==> src/rtl/tdm_demux.sv <==
// -----------------------------------------------------------------------------
// tdm_demux
//
// Receive-side time-division demultiplexer. It takes one channel-interleaved
// word stream that has a start-of-frame marker on the slot-0 word. Each word is
// steered into its own per-channel output register. The block tracks frame
// alignment, pulses frame_done once per complete frame, and flags framing
// errors.
//
// Parameters
//   NCH  number of time slots / channels per frame (2..16)
//   W    data word width in bits
//
// Ports
//   clk         system clock, rising-edge active
//   rst_n       asynchronous active-low reset
//   in_valid    in_data / in_sof qualify this cycle (gaps allowed)
//   in_sof      marks the slot-0 word of a frame (only with in_valid)
//   in_data     interleaved input word
//   err_clr     clears the sticky err_flag
//   out_data    channel i word at bits [i*W +: W], holds the last written value
//   out_valid   one-cycle pulse on the channel whose slice was just written
//   frame_done  one-cycle pulse when slot NCH-1 of a frame is written
//   frame_err   one-cycle pulse on a framing error
//   err_flag    sticky framing-error indicator
//
// All outputs are registered. Each output updates one cycle after the edge
// that samples the input.
// -----------------------------------------------------------------------------
module tdm_demux #(
  parameter int NCH = 4,
  parameter int W   = 8
) (
  input  logic             clk,
  input  logic             rst_n,
  input  logic             in_valid,
  input  logic             in_sof,
  input  logic [W-1:0]     in_data,
  input  logic             err_clr,
  output logic [NCH*W-1:0] out_data,
  output logic [NCH-1:0]   out_valid,
  output logic             frame_done,
  output logic             frame_err,
  output logic             err_flag
);

  localparam int             CW   = $clog2(NCH);
  localparam logic [CW-1:0]  LAST = CW'(NCH - 1);

  typedef enum logic {
    IDLE,  // waiting for a start-of-frame word
    RUN    // inside a frame, cnt_q is the next slot to fill
  } state_t;

  state_t           state_q;
  logic [CW-1:0]    cnt_q;
  logic [NCH*W-1:0] out_data_q;
  logic [NCH-1:0]   out_valid_q;
  logic             frame_done_q;
  logic             frame_err_q;
  logic             err_flag_q;

  logic             err_set;
  logic             err_flag_d;

  // A framing error occurs in two cases. The first is a data word that
  // arrives while no frame is open. The second is an SOF that arrives before
  // the current frame is complete.
  // NOTE: every signal assigned in always_comb gets a default first so that
  // no path leaves it unassigned and no latch is inferred.
  always_comb begin
    err_set = 1'b0;
    if (in_valid) begin
      err_set = in_sof ? (state_q == RUN) : (state_q == IDLE);
    end
    // When a new error and err_clr occur in the same cycle, the error wins.
    // err_clr is honoured even when in_valid is low.
    err_flag_d = err_set | (err_flag_q & ~err_clr);
  end

  // NOTE: sequential state uses non-blocking assignments only, so every
  // register samples pre-edge values regardless of statement order.
  always_ff @(posedge clk or negedge rst_n) begin
    if (!rst_n) begin
      state_q      <= IDLE;
      cnt_q        <= '0;
      // NOTE: the output word registers are architecturally visible and must
      // read zero after reset, so they are reset like control state.
      out_data_q   <= '0;
      out_valid_q  <= '0;
      frame_done_q <= 1'b0;
      frame_err_q  <= 1'b0;
      err_flag_q   <= 1'b0;
    end else begin
      // Pulses default low; they are raised only by the cycle that causes them.
      out_valid_q  <= '0;
      frame_done_q <= 1'b0;
      frame_err_q  <= err_set;
      err_flag_q   <= err_flag_d;

      if (in_valid) begin
        if (in_sof) begin
          // An SOF always opens a fresh frame. An SOF in RUN is an early SOF:
          // the truncated frame is abandoned without frame_done.
          out_data_q[0 +: W] <= in_data;
          out_valid_q[0]     <= 1'b1;
          cnt_q              <= CW'(1);
          state_q            <= RUN;
        end else if (state_q == RUN) begin
          out_data_q[cnt_q*W +: W] <= in_data;
          out_valid_q[cnt_q]       <= 1'b1;
          if (cnt_q == LAST) begin
            frame_done_q <= 1'b1;
            cnt_q        <= '0;
            state_q      <= IDLE;
          end else begin
            cnt_q <= cnt_q + 1'b1;
          end
        end
        // A non-SOF word in IDLE is dropped; err_set reports it.
      end
    end
  end

  assign out_data   = out_data_q;
  assign out_valid  = out_valid_q;
  assign frame_done = frame_done_q;
  assign frame_err  = frame_err_q;
  assign err_flag   = err_flag_q;

endmodule

==> config.mk <==
export PLATFORM = sky130hd
export DESIGN_NAME = tdm_demux
export DESIGN_NICKNAME = d
export VERILOG_FILES = /design/src/rtl/tdm_demux.sv
export SDC_FILE = /design/constraint.sdc
export NUM_CORES = 1
export LEC_CHECK = 0
export CORE_MARGIN = 5
export CORE_UTILIZATION = 48
export DETAILED_ROUTE_END_ITERATION = 10
export PLACE_DENSITY = 0.89
export REMOVE_ABC_BUFFERS = 1
export SYNTH_ARGS = -nofsm -noshare
export SYNTH_HDL_FRONTEND = slang
export SYNTH_SLANG_ARGS = --single-unit
==> constraint.sdc <==
create_clock -name clk -period 1.9 [get_ports clk]
set_input_delay 0.475 -clock clk [delete_from_list [all_inputs] [get_ports clk]]
set_output_delay 0.475 -clock clk [all_outputs]
set_load 0.01 [all_outputs]
Yosys cells after proc, flatten, opt, wreduce, memory -nomap -nowiden
Index checks and enable logic that the tools add are counted.
- register bits: 42
- output and inout bits: 39
- logic and storage cells: 45
- equal/unequal tests: 1
- reductions and logical operators: 4
- shift-type cells: 2
- $lt $le $gt $ge: 2
- mux-type cells: 21
- bitwise operators: 5
- add/subtract/negate cells: 2
- operators by type and width (operator ; number):
    $neg A5 Y34 ; 1
    $shift A8 B34 Y32 const A ; 1
    $shiftx A8 B34 Y32 ; 1
    $bwmux W32 ; 1
    $mux W8 ; 2
    $mux W1 ; 11
    $mux W4 ; 2
    $mux W2 ; 3
    $lt A2 B3 Y1 const B ; 1
    $mux W3 ; 1
    $not A1 Y1 ; 3
    $reduce_and A3 Y1 ; 1
    $add A2 B1 Y2 const B ; 1
    $demux W1 S2 ; 1
    $eq A2 B2 Y1 const B ; 1
    $ge A2 B1 Y1 const B ; 1
    $reduce_and A2 Y1 ; 1
    $reduce_bool A2 Y1 ; 1
    $and A1 B1 Y1 ; 1
    $logic_and A1 B1 Y1 ; 1
    $or A1 B1 Y1 ; 1

Longest topological paths before layout
Gate-level depths: netlist of run 1.
- depth after elaboration: 7
- gate-level depth with buffers: 7
- gate-level depth less buffers: 5

Worst setup path after synthesis of run 1
OpenSTA, ideal clock, no wires.
- kind: register to register
- from: register cnt_q[0]
- to: register out_data_q[0], in the netlist out_data[0]
- path buffers: 0
- setup time: 92 ps
- data required time: 1808 ps
- cell stages (with the launch flop): 6
- setup slack: 273 ps
- clock period less this slack: 1627 ps
- arrival time: 1535 ps
- cells stage by stage: dfrtp_1 -> inv_2 -> ha_1 -> nor2_1 -> a31oi_4 -> o31ai_2
- word-level cells in the longest chain between the ends: 5
- elaborated cells on any way between the ends: 6
- ends and longest elaborated chain (item ; line ; text):
    start: declaration ; 56 ; logic [CW-1:0] cnt_q;
    start signal: assignment ; 117 ; cnt_q <= cnt_q + 1'b1;
    $neg A5 Y34 (*) ; 110 ; out_data_q[cnt_q*W +: W] <= in_data;
    $shiftx A8 B34 Y32 / $shift A8 B34 Y32 (equally long branches) ; 110 ;
    $bwmux W32 (*) ; 110 ;
    $mux W8 (*) ; 109 ; end else if (state_q == RUN) begin
    $mux W8 (*) ; 102 ; if (in_sof) begin
    end signal: indexed assignment ; 105 ; out_data_q[0 +: W] <= in_data;
    end signal: indexed assignment ; 110 ;
    end: declaration ; 57 ; logic [NCH*W-1:0] out_data_q;
Every way passes the cells marked *; elsewhere a longest branch is shown, timed or not. The select of a mux whose other input is x is not followed.
A chain may end at the register's enable or synchronous reset.

Worst setup path after layout of run 1
- from: input in_sof
- to: register out_data_q[0], in the netlist out_data[0]
- word-level cells in the longest chain between the ends: 2
- elaborated cells on any way between the ends: 3
- ends and longest elaborated chain (item ; line ; text):
    start: declaration ; 37 ; input logic in_sof,
    $reduce_bool A2 Y1 (no source line) ; n/a ;
    $reduce_and A2 Y1 (no source line) ; n/a ;
Several ways; a longest one is shown, not always the timed one.

==> results.sh, run 1 <==
export IMPL_outcome="finished clean"
export IMPL_cts_max_path_buffers=2
export IMPL_port_buffers=51
export IMPL_power_switching_share=0.3454
export IMPL_final_layout_size_suffix_gt1_frac=0.1618
export IMPL_synth_area_mux_share=0
export IMPL_setup_violations_final=0
export IMPL_synth_top_family_by_area="simple AND/OR/NAND/NOR gates"
export IMPL_gr_max_usage_layer="met2"
export IMPL_seq_power_share=0.390
export IMPL_crit_start="in_sof"
export IMPL_finalHoldViolations=0
export IMPL_wl_per_cell_um=14.35
export IMPL_yosysUniqueCellTypes=27
export IMPL_ant_nets=0
export IMPL_viasPerCell=4.955
export IMPL_endpoint="out_data[0]"
export IMPL_ff2ff_setup_slack_ps=230
export IMPL_path_delay_family="buffers and inverters"
export IMPL_power_net_switching_mw=1.165
export IMPL_syn_area_um2=1943
export IMPL_fin_area_um2=2585
export IMPL_grt_ovfl_total=0
export IMPL_die_w_um=73.63
export IMPL_placed_area_um2=2499
export IMPL_dr_pass1_iters=4
export IMPL_yosys_warnings=0
export IMPL_finalCriticalPeriod_ps=1743
export IMPL_fin_crit_sh=0.9175
export IMPL_path_cells="clkdlybuf4s50_1 -> inv_1 -> ha_1 -> nand2b_4 -> or2_1 -> o31ai_2"
export IMPL_fp_row_count=23
export IMPL_grt_setup_unrepaired="false"
export IMPL_final_cells=291
export IMPL_dp_cells=284
export IMPL_layout_setup_ws_ps=156.7
export IMPL_drcViolationCount=0
export IMPL_yosysSeqAreaShare=0.5280
export IMPL_cts_sinks=41
export IMPL_initial_core_util=0.4893
export IMPL_numCtsBuffers=5
export IMPL_hold_path_class="primary input to async pin"
export IMPL_slew_headroom=0.7183
export IMPL_peakVddDrop_v=0.0006542
export IMPL_cp_buffers_inverters=2
export IMPL_root_buffer="clkbuf_8"
export IMPL_startpoint_type="primary input"
export IMPL_worst_path_max_fanout=8
export IMPL_fin_util=0.6509
export IMPL_crit_cells=6
export IMPL_syn_to_final_growth_pct=33.03
export IMPL_synth_compound_area_frac=0.1687
export IMPL_leakagePower_nw=1.173
export IMPL_reg2reg_to="out_data[16]"
export IMPL_place_congestion=0.7405
export IMPL_synth_cells=183
export IMPL_syn_area_per_cell_um2=10.62
export IMPL_synth_xor_area_frac=0
export IMPL_drt_iter0_drc=95
export IMPL_intPower_mw=2.208
export IMPL_worstSetupEndpointType="flip-flop"
export IMPL_clkTransAtPathRegs_ps=80
export IMPL_vias=1442
export IMPL_grt_pass1_wl_mm=7.141
export IMPL_cp_arrival_ps=1950
export IMPL_grt_max_degree=18
export IMPL_worst_pin_slew_ps=422.6
export IMPL_clockPowerShare=0.170
export IMPL_cts_setup_buffers=0
export IMPL_worstSkewPairLatency_ps=300
export IMPL_r2r_start="cnt_q[1]"
export IMPL_worst_ep_required_time_ps=2100
export IMPL_cts_resized=0
export IMPL_hpwlAfterDp_mm=3.131
export IMPL_rr_worst_depth=5
export IMPL_max_stage_delay_ps=490
export IMPL_cts_hold_buf=0
export IMPL_pwr_density_cell_nw_per_um2=1305
export IMPL_h_tree_depth=2
export IMPL_io_pins=52
export IMPL_grtUsageMet2=0.2854
export IMPL_async_flop_share=1.000
export IMPL_diodes=0
export IMPL_wirelength_mm=4.177
export IMPL_comb_power_share=0.440
export IMPL_clock_fmax_mhz=573.6
export IMPL_yosys_area_share_simple=0.1880
export IMPL_grt_pass1_vias=1508
export IMPL_drv_cap=0
export IMPL_grt_util_met1=0.2194
export IMPL_synth_edff_count=0
export IMPL_met3_usage=0.04241
export IMPL_die_y_um=73.63
export IMPL_crit_slowest_cell="clkdlybuf4s50_1"
export IMPL_skew_ps=5.215
export IMPL_setup_tns_ps=0
export IMPL_antenna_found_initial=0
export IMPL_synth_top_flop_cell="dfrtp_1"
export IMPL_die_area_um2=5421
export IMPL_synth_seq_cells=41
export IMPL_tritoncts="yes"
export IMPL_post_place_ws_ps=-146.3
export IMPL_grt_total_usage=0.1763
export IMPL_final_nets=261
export IMPL_drv_slew=0
export IMPL_core_area_um2=3971
export IMPL_crit_type="primary input to flip-flop"
export IMPL_synthAdderAreaFrac=0.04507
per-stage QoR:
stage	power (mW)	hold slack [ps]
after detailed placement	2.834	379.5
after global placement	2.781	370.2
final	3.372	50.46
after global routing	3.606	64.85
after CTS	3.416	51.68
after floorplan	2.042	179.4
flip-flops by register name (all words and copies together), names as in the netlist:
signal and count:
out_valid 3, cnt_q 2, frame_done 1, frame_err 1, err_flag 1, state_q 1, out_data 32
power groups by stage:
stage | combinational [mW] | clock [mW] | sequential (mW)
after floorplan | 0.573 | 0 | 1.47
after global placement | 1.45 | 0 | 1.33
after detailed placement | 1.50 | 0 | 1.33
after CTS | 1.51 | 0.590 | 1.32
after global routing | 1.62 | 0.623 | 1.36
final | 1.48 | 0.573 | 1.32
routing by layer:
metal	share of wire	vias up
li1	-	720
met1	0.44	681
met2	0.49	36
met3	0.056	5
met4	0.018	0
met5	0	-
layout by cell type (no fill, tap or decap), types with 2 or more instances in the layout:
cell type,synthesis,routed
o21ai_1,21,21
clkdlybuf4s50_1,0,50
buf_4,2,9
inv_1,12,12
nor2b_1,2,2
nor3b_4,2,2
nand2_1,51,51
ha_1,7,7
clkbuf_8,0,6
a21oi_1,2,2
nand4b_4,3,3
o21ai_0,8,8
o31ai_2,8,8
o21ai_2,4,4
inv_2,3,3
dfrtp_1,41,41
how the worst min path moves through the flow:
stage	start	end	depth (start not counted)
CTS	rst_n	state_q	1
finish	rst_n	state_q	1
detailed placement	rst_n	out_valid[0]	1
global placement	rst_n	out_valid[0]	1
floorplan	rst_n	cnt_q[0]	0
global route	rst_n	state_q	1
cell type report:
| cell class | instances | area, µm² |
|---|---|---|
| flip-flops and latches | 41 | 1026 |
| well taps | 50 | 62.56 |
| inverters | 15 | 56.30 |
| clock buffers | 7 | 86.33 |
| fillers | 324 | 1386 |
| multi-input cells | 118 | 780.7 |
| repair buffers | 60 | 573.1 |
synth_stat cells, drive strengths merged (2+ instances only):
| library cell | count | share of area |
|---|---|---|
| buf | 8 | 0.039 |
| nor3b | 2 | 0.019 |
| nand4b | 3 | 0.037 |
| a21oi | 2 | 0.0052 |
| o21ai | 33 | 0.093 |
| dfrtp | 41 | 0.53 |
| nand2 | 51 | 0.099 |
| nor2 | 2 | 0.0052 |
| o31ai | 8 | 0.052 |
| nor2b | 2 | 0.0064 |
| inv | 15 | 0.029 |
| ha | 7 | 0.045 |
logic make-up (layout without fill, tap and decap cells):
kind of cell | Yosys count | after routing
buf+inv | 24 | 82
simple gates | 65 | 65
flops | 41 | 41
fa+ha+maj | 7 | 7
compound gates | 46 | 46
(Power assumes the default switching activity.)
==> inputs of run 2 (changes only) <==
Settings changed: CORE_UTILIZATION 48 to 45, PLACE_DENSITY 0.89 to 0.75.
==> run 2 against run 1 <==
Effect of this change: total power fell by 1.5%; register-to-register slack about the same; final cell count shrank 0.69%; clock skew is 0.71 ps lower; sequential cell count did not move; largest cell class unchanged; core utilization is 2.0 points lower.
==> results.sh, run 2 (synthesis results as in run 1) <==
export IMPL_outcome="finished clean"
export IMPL_endpoint="out_data[2]"
export IMPL_viasPerCell=4.983
export IMPL_clkTransAtPathRegs_ps=80
export IMPL_grt_pass1_vias=1392
export IMPL_die_area_um2=5732
export IMPL_syn_to_final_growth_pct=32.65
export IMPL_numCtsBuffers=5
export IMPL_cts_sinks=41
export IMPL_hold_path_class="primary input to async pin"
export IMPL_worstSetupEndpointType="flip-flop"
export IMPL_cts_resized=0
export IMPL_io_pins=52
export IMPL_cts_setup_buffers=0
export IMPL_grt_setup_unrepaired="false"
export IMPL_dp_cells=283
export IMPL_rr_worst_depth=5
export IMPL_hold_ws_ps=144.4
export IMPL_leakagePower_nw=1.168
export IMPL_root_buffer="clkbuf_8"
export IMPL_setup_tns_ps=0
export IMPL_final_nets=260
export IMPL_core_area_um2=4086
export IMPL_crit_start="in_sof"
export IMPL_initial_core_util=0.4755
export IMPL_largest_reg_flops=32
export IMPL_clock_fmax_mhz=568.8
export IMPL_skew_ps=4.505
export IMPL_fp_row_count=23
export IMPL_grt_total_usage=0.1652
export IMPL_finalHoldViolations=0
export IMPL_grt_max_degree=42
export IMPL_diodes=0
export IMPL_final_cells=289
export IMPL_hpwlAfterDp_mm=3.024
export IMPL_fin_area_um2=2577
export IMPL_worst_path_max_fanout=8
export IMPL_vias=1440
export IMPL_drv_cap=0
export IMPL_layout_common_cells="nand2_1, clkdlybuf4s50_1, dfrtp_1"
export IMPL_peakVddDrop_v=0.0006163
export IMPL_cts_max_path_buffers=2
export IMPL_r2r_start="cnt_q[1]"
export IMPL_wl_per_cell_um=14.49
export IMPL_cts_hold_buf=0
export IMPL_reg2reg_to="out_data[2]"
export IMPL_drt_iter0_drc=88
export IMPL_die_y_um=75.71
export IMPL_h_tree_depth=2
export IMPL_final_layout_size_suffix_gt1_frac=0.1590
export IMPL_worst_ep_required_time_ps=2110
export IMPL_die_w_um=75.71
export IMPL_layout_commonest_cell="nand2_1"
export IMPL_antenna_found_initial=0
export IMPL_port_buffers=51
export IMPL_fin_util=0.6307
export IMPL_grt_ovfl_total=0
export IMPL_path_cells="clkdlybuf4s50_1 -> inv_1 -> ha_1 -> nand2b_4 -> or2_1 -> o31ai_2"
export IMPL_ff2ff_setup_slack_ps=220
export IMPL_worstSkewPairLatency_ps=290
export IMPL_cp_arrival_ps=1960
export IMPL_dr_pass1_iters=4
export IMPL_tritoncts="yes"
export IMPL_slew_headroom=0.7061
export IMPL_ant_nets=0
export IMPL_setup_violations_final=0
export IMPL_place_congestion=0.6975
export IMPL_crit_slowest_cell="clkdlybuf4s50_1"
export IMPL_n_fill_cell=336
export IMPL_pwr_density_cell_nw_per_um2=1289
export IMPL_wirelength_mm=4.188
export IMPL_crit_type="primary input to flip-flop"
export IMPL_placed_area_um2=2504
export IMPL_finalCriticalPeriod_ps=1758
export IMPL_max_stage_delay_ps=480
export IMPL_drcViolationCount=0
export IMPL_worst_pin_slew_ps=440.9
export IMPL_drv_slew=0
export IMPL_fin_crit_sh=0.9253
export IMPL_grt_pass1_wl_mm=6.969
export IMPL_startpoint_type="primary input"
==> run 2: cell types whose count changed in the layout (fill, tap and decap cells not counted), sizes merged <==
cell    before  now
clkinv       0    1
clkbuf       7    5
buf         10    9
==> run 2: routing by layer <==
| metal | vias to the layer above | share of wire | global-route usage |
|---|---|---|---|
| li1 | 710 | - | - |
| met1 | 692 | 0.46 | 0.2265 |
| met2 | 34 | 0.47 | 0.2560 |
| met3 | 4 | 0.055 | 0.03694 |
| met4 | 0 | 0.014 | 0.06408 |
| met5 | - | 0 | 0 |
==> run 2: worst min-delay path by stage <==
stage                               to  slack, ps  depth (start not counted)
after floorplan               cnt_q[0]        180                          0
after global placement    out_data[17]        460                          2
after detailed placement  out_data[24]        460                          2
after CTS                 out_data[27]        150                          2
after global routing      out_data[27]        160                          2
final                     out_data[27]        140                          2
==> run 2: layout make-up <==
cell class                 instances  area [µm²]  area share
inverter                          15       56.30     0.02184
tap                               50       62.56     0.02427
clock buffer                       5       68.82     0.02670
sequential                        41        1026      0.3981
timing repair buffer              59       578.1      0.2243
clock inverter                     1       5.005    0.001942
multi-input combinational        118       780.7      0.3029
==> run 2: stage by stage <==
stage          power [mW]  setup slack (ps)
2_1_floorplan       2.042             272.5
3_3_place_gp        2.799            -113.1
3_5_place_dp        2.832            -180.7
4_1_cts             3.365             127.2
5_1_grt             3.559             28.39
6_report            3.321             142.0
==> run 2: power breakdown <==
| part | switching (mW) | leakage (nW) | internal (mW) | total, mW |
|---|---|---|---|---|
| sequential | 0.159 | 0.544 | 1.16 | 1.31 |
| clock | 0.285 | 0.0399 | 0.242 | 0.526 |
| combinational | 0.715 | 0.585 | 0.766 | 1.48 |
| total | 1.16 | 1.17 | 2.16 | 3.32 |
==> run 2: critical path: cells and delay by family <==
| family | cells | cell delay, ps |
|---|---|---|
| AOI/OAI and AO/OA | 1 | 240 |
| and+or+nand+nor | 2 | 510 |
| buffers and inverters | 2 | 540 |
| adders and majority gates | 1 | 190 |
==> inputs of run 3 (changes only) <==
Settings changed: ABC_AREA from default to 1, CAP_MARGIN from default to 10, PLACE_DENSITY 0.75 to 0.76.
==> run 3 against run 2 <==
Effect of this change: total power fell by 4.3%; critical path depth decreased by 5; first-iteration DRC count increased by 11%; sequential cell count unchanged; worst setup slack better by 71 ps; core utilization increased by 1.2 points; synthesized cell count up 11%; non-clock buffer count is 2 higher; critical endpoint is now out_data[6]; largest cell class unchanged.
==> results.sh, run 3 <==
export IMPL_root_buffer="clkbuf_8"
export IMPL_synth_area_mux_share=0
export IMPL_die_y_um=74.09
export IMPL_layout_common_cells="nand2_1, clkdlybuf4s50_1, dfrtp_1"
export IMPL_die_area_um2=5489
export IMPL_slew_headroom=0.6850
export IMPL_diodes=0
export IMPL_cp_arrival_ps=1210
export IMPL_synthAdderAreaFrac=0.04739
export IMPL_n_fill_cell=363
export IMPL_pwr_density_cell_nw_per_um2=1237
export IMPL_yosysSeqAreaShare=0.5552
export IMPL_worstSetupEndpointType="primary output"
export IMPL_max_stage_delay_ps=550
export IMPL_grt_total_usage=0.1710
export IMPL_tritoncts="yes"
export IMPL_worst_pin_slew_ps=472.5
export IMPL_worstSkewPairLatency_ps=290
export IMPL_initial_core_util=0.4620
export IMPL_placed_area_um2=2454
export IMPL_cts_hold_buf=0
export IMPL_drcViolationCount=0
export IMPL_synth_edff_count=0
export IMPL_gr_max_usage_layer="met2"
export IMPL_synth_xor_area_frac=0
export IMPL_setup_violations_final=0
export IMPL_multi_input_area_um2=696.9
export IMPL_io_pins=52
export IMPL_path_delay_family="buffers and inverters"
export IMPL_ys_top_cells_by_count="nand2_1, dfrtp_1, o21ai_0"
export IMPL_antenna_found_initial=0
export IMPL_drt_iter0_drc=98
export IMPL_cts_setup_buffers=0
export IMPL_crit_type="flip-flop to primary output"
export IMPL_cts_max_path_buffers=2
export IMPL_grtUsageMet2=0.2628
export IMPL_synth_cells=203
export IMPL_final_nets=283
export IMPL_place_congestion=0.7701
export IMPL_async_flop_share=1.000
export IMPL_clkTransAtPathRegs_ps=80
export IMPL_final_cells=314
export IMPL_dp_cells=306
export IMPL_cts_resized=0
export IMPL_core_area_um2=4000
export IMPL_skew_ps=9.545
export IMPL_wl_per_cell_um=13.34
export IMPL_finalCriticalPeriod_ps=1687
export IMPL_syn_to_final_growth_pct=39.07
export IMPL_leakagePower_nw=1.210
export IMPL_hpwlAfterDp_mm=3.108
export IMPL_dr_pass1_iters=4
export IMPL_die_w_um=74.09
export IMPL_synth_area_leaders="dfrtp_1, nand2_1, o21ai_0"
export IMPL_grt_pass1_vias=1458
export IMPL_grt_ovfl_total=0
export IMPL_grt_pass1_wl_mm=7.127
export IMPL_largest_reg_flops=32
export IMPL_h_tree_depth=2
export IMPL_post_place_ws_ps=50.76
export IMPL_grt_setup_unrepaired="false"
export IMPL_fin_area_um2=2570
export IMPL_clock_fmax_mhz=592.9
export IMPL_worst_ep_required_time_ps=1420
export IMPL_worst_path_max_fanout=2
export IMPL_setup_tns_ps=0
export IMPL_fin_crit_sh=0.8877
export IMPL_numCtsBuffers=5
export IMPL_yosys_area_share_simple=0.2410
export IMPL_grt_max_degree=24
export IMPL_drv_cap=0
export IMPL_port_buffers=51
export IMPL_outcome="finished clean"
export IMPL_synth_top_family_by_area="simple AND/OR/NAND/NOR gates"
export IMPL_syn_area_per_cell_um2=9.104
export IMPL_path_cells="clkdlybuf4s50_1"
export IMPL_grt_util_met1=0.2347
export IMPL_yosysUniqueCellTypes=23
export IMPL_finalHoldViolations=0
export IMPL_layout_setup_ws_ps=213.4
export IMPL_viasPerCell=4.997
export IMPL_synth_seq_cells=41
export IMPL_fp_row_count=23
export IMPL_syn_area_um2=1848
export IMPL_synth_compound_area_frac=0.08869
export IMPL_synth_top_area_frac=0.5552
export IMPL_hold_path_class="primary input to async pin"
export IMPL_vias=1569
export IMPL_seq_area_um2=1026
export IMPL_startpoint_type="flip-flop"
export IMPL_cp_buffers_inverters=1
export IMPL_yosysTopAreaCell="dfrtp_1"
export IMPL_cts_sinks=41
export IMPL_crit_slowest_cell="clkdlybuf4s50_1"
export IMPL_wirelength_mm=4.190
export IMPL_peakVddDrop_v=0.0009247
export IMPL_drv_slew=0
export IMPL_layout_commonest_cell="nand2_1"
export IMPL_ant_nets=0
export IMPL_final_layout_size_suffix_gt1_frac=0.1061
export IMPL_met3_usage=0.03243
export IMPL_synth_most_common_cell="nand2_1"
export IMPL_synth_top_flop_cell="dfrtp_1"
export IMPL_yosys_warnings=0
-- run 3: changes by cell type in the layout (fill, tap and decap cells not counted), moves of 3 or more --
cell / change
nand3_1: +22
o21ai_1: -20
o21ai_0: +18
nor2_1: +10
o31ai_2: -8
inv_1: +5
nand4_1: +5
nand4b_4: -3
-- run 3: final cells by class --
type                            instances  area share
Multi-Input combinational cell        134      0.2712
Timing Repair Buffer                   61      0.2308
Sequential cell                        41      0.3992
Tap cell                               50     0.02434
Clock buffer                            7     0.03359
Inverter                               20     0.02921
Clock inverter                          1     0.01168
-- run 3: cell families after synthesis --
| group | count (synthesis) |
|---|---|
| AND/OR/NAND/NOR | 96 |
| flip-flops | 41 |
| AO/OA/AOI/OAI | 31 |
| buffers and inverters | 28 |
| adder cells (fa/ha/maj) | 7 |
-- run 3: final timing paths --
path                         startpoint            to  slack, ps  depth (start not counted)
setup / recovery            out_data[6]   out_data[6]        210                          1
setup reg to reg               cnt_q[1]   out_data[2]        330                          8
hold / removal                    rst_n  out_valid[2]        130                          1
min in group clk           out_data[15]  out_data[15]        480                          2
hold reg to reg            out_data[15]  out_data[15]        480                          2
max in group asynchronous         rst_n      cnt_q[1]       1280                          2
-- run 3: power by group --
group | leakage [nW] | internal (mW) | switching [mW]
Combinational | 0.604 | 0.618 | 0.614
Sequential | 0.547 | 1.10 | 0.135
Clock | 0.0585 | 0.428 | 0.283
-- run 3: metal layers --
layer	vias up	part of all wire
li1	779	-
met4	0	0.027
met5	-	0
met1	734	0.46
met2	45	0.46
met3	11	0.051
-- run 3: stage by stage --
step,hold slack (ps),util,total power [mW]
2_1_floorplan,179.4,-,1.811
3_3_place_gp,446.6,0.6134,2.472
3_5_place_dp,449.6,0.6134,2.499
4_1_cts,132.6,0.6425,3.214
5_1_grt,152.0,0.6425,3.408
6_report,129.5,0.6425,3.179
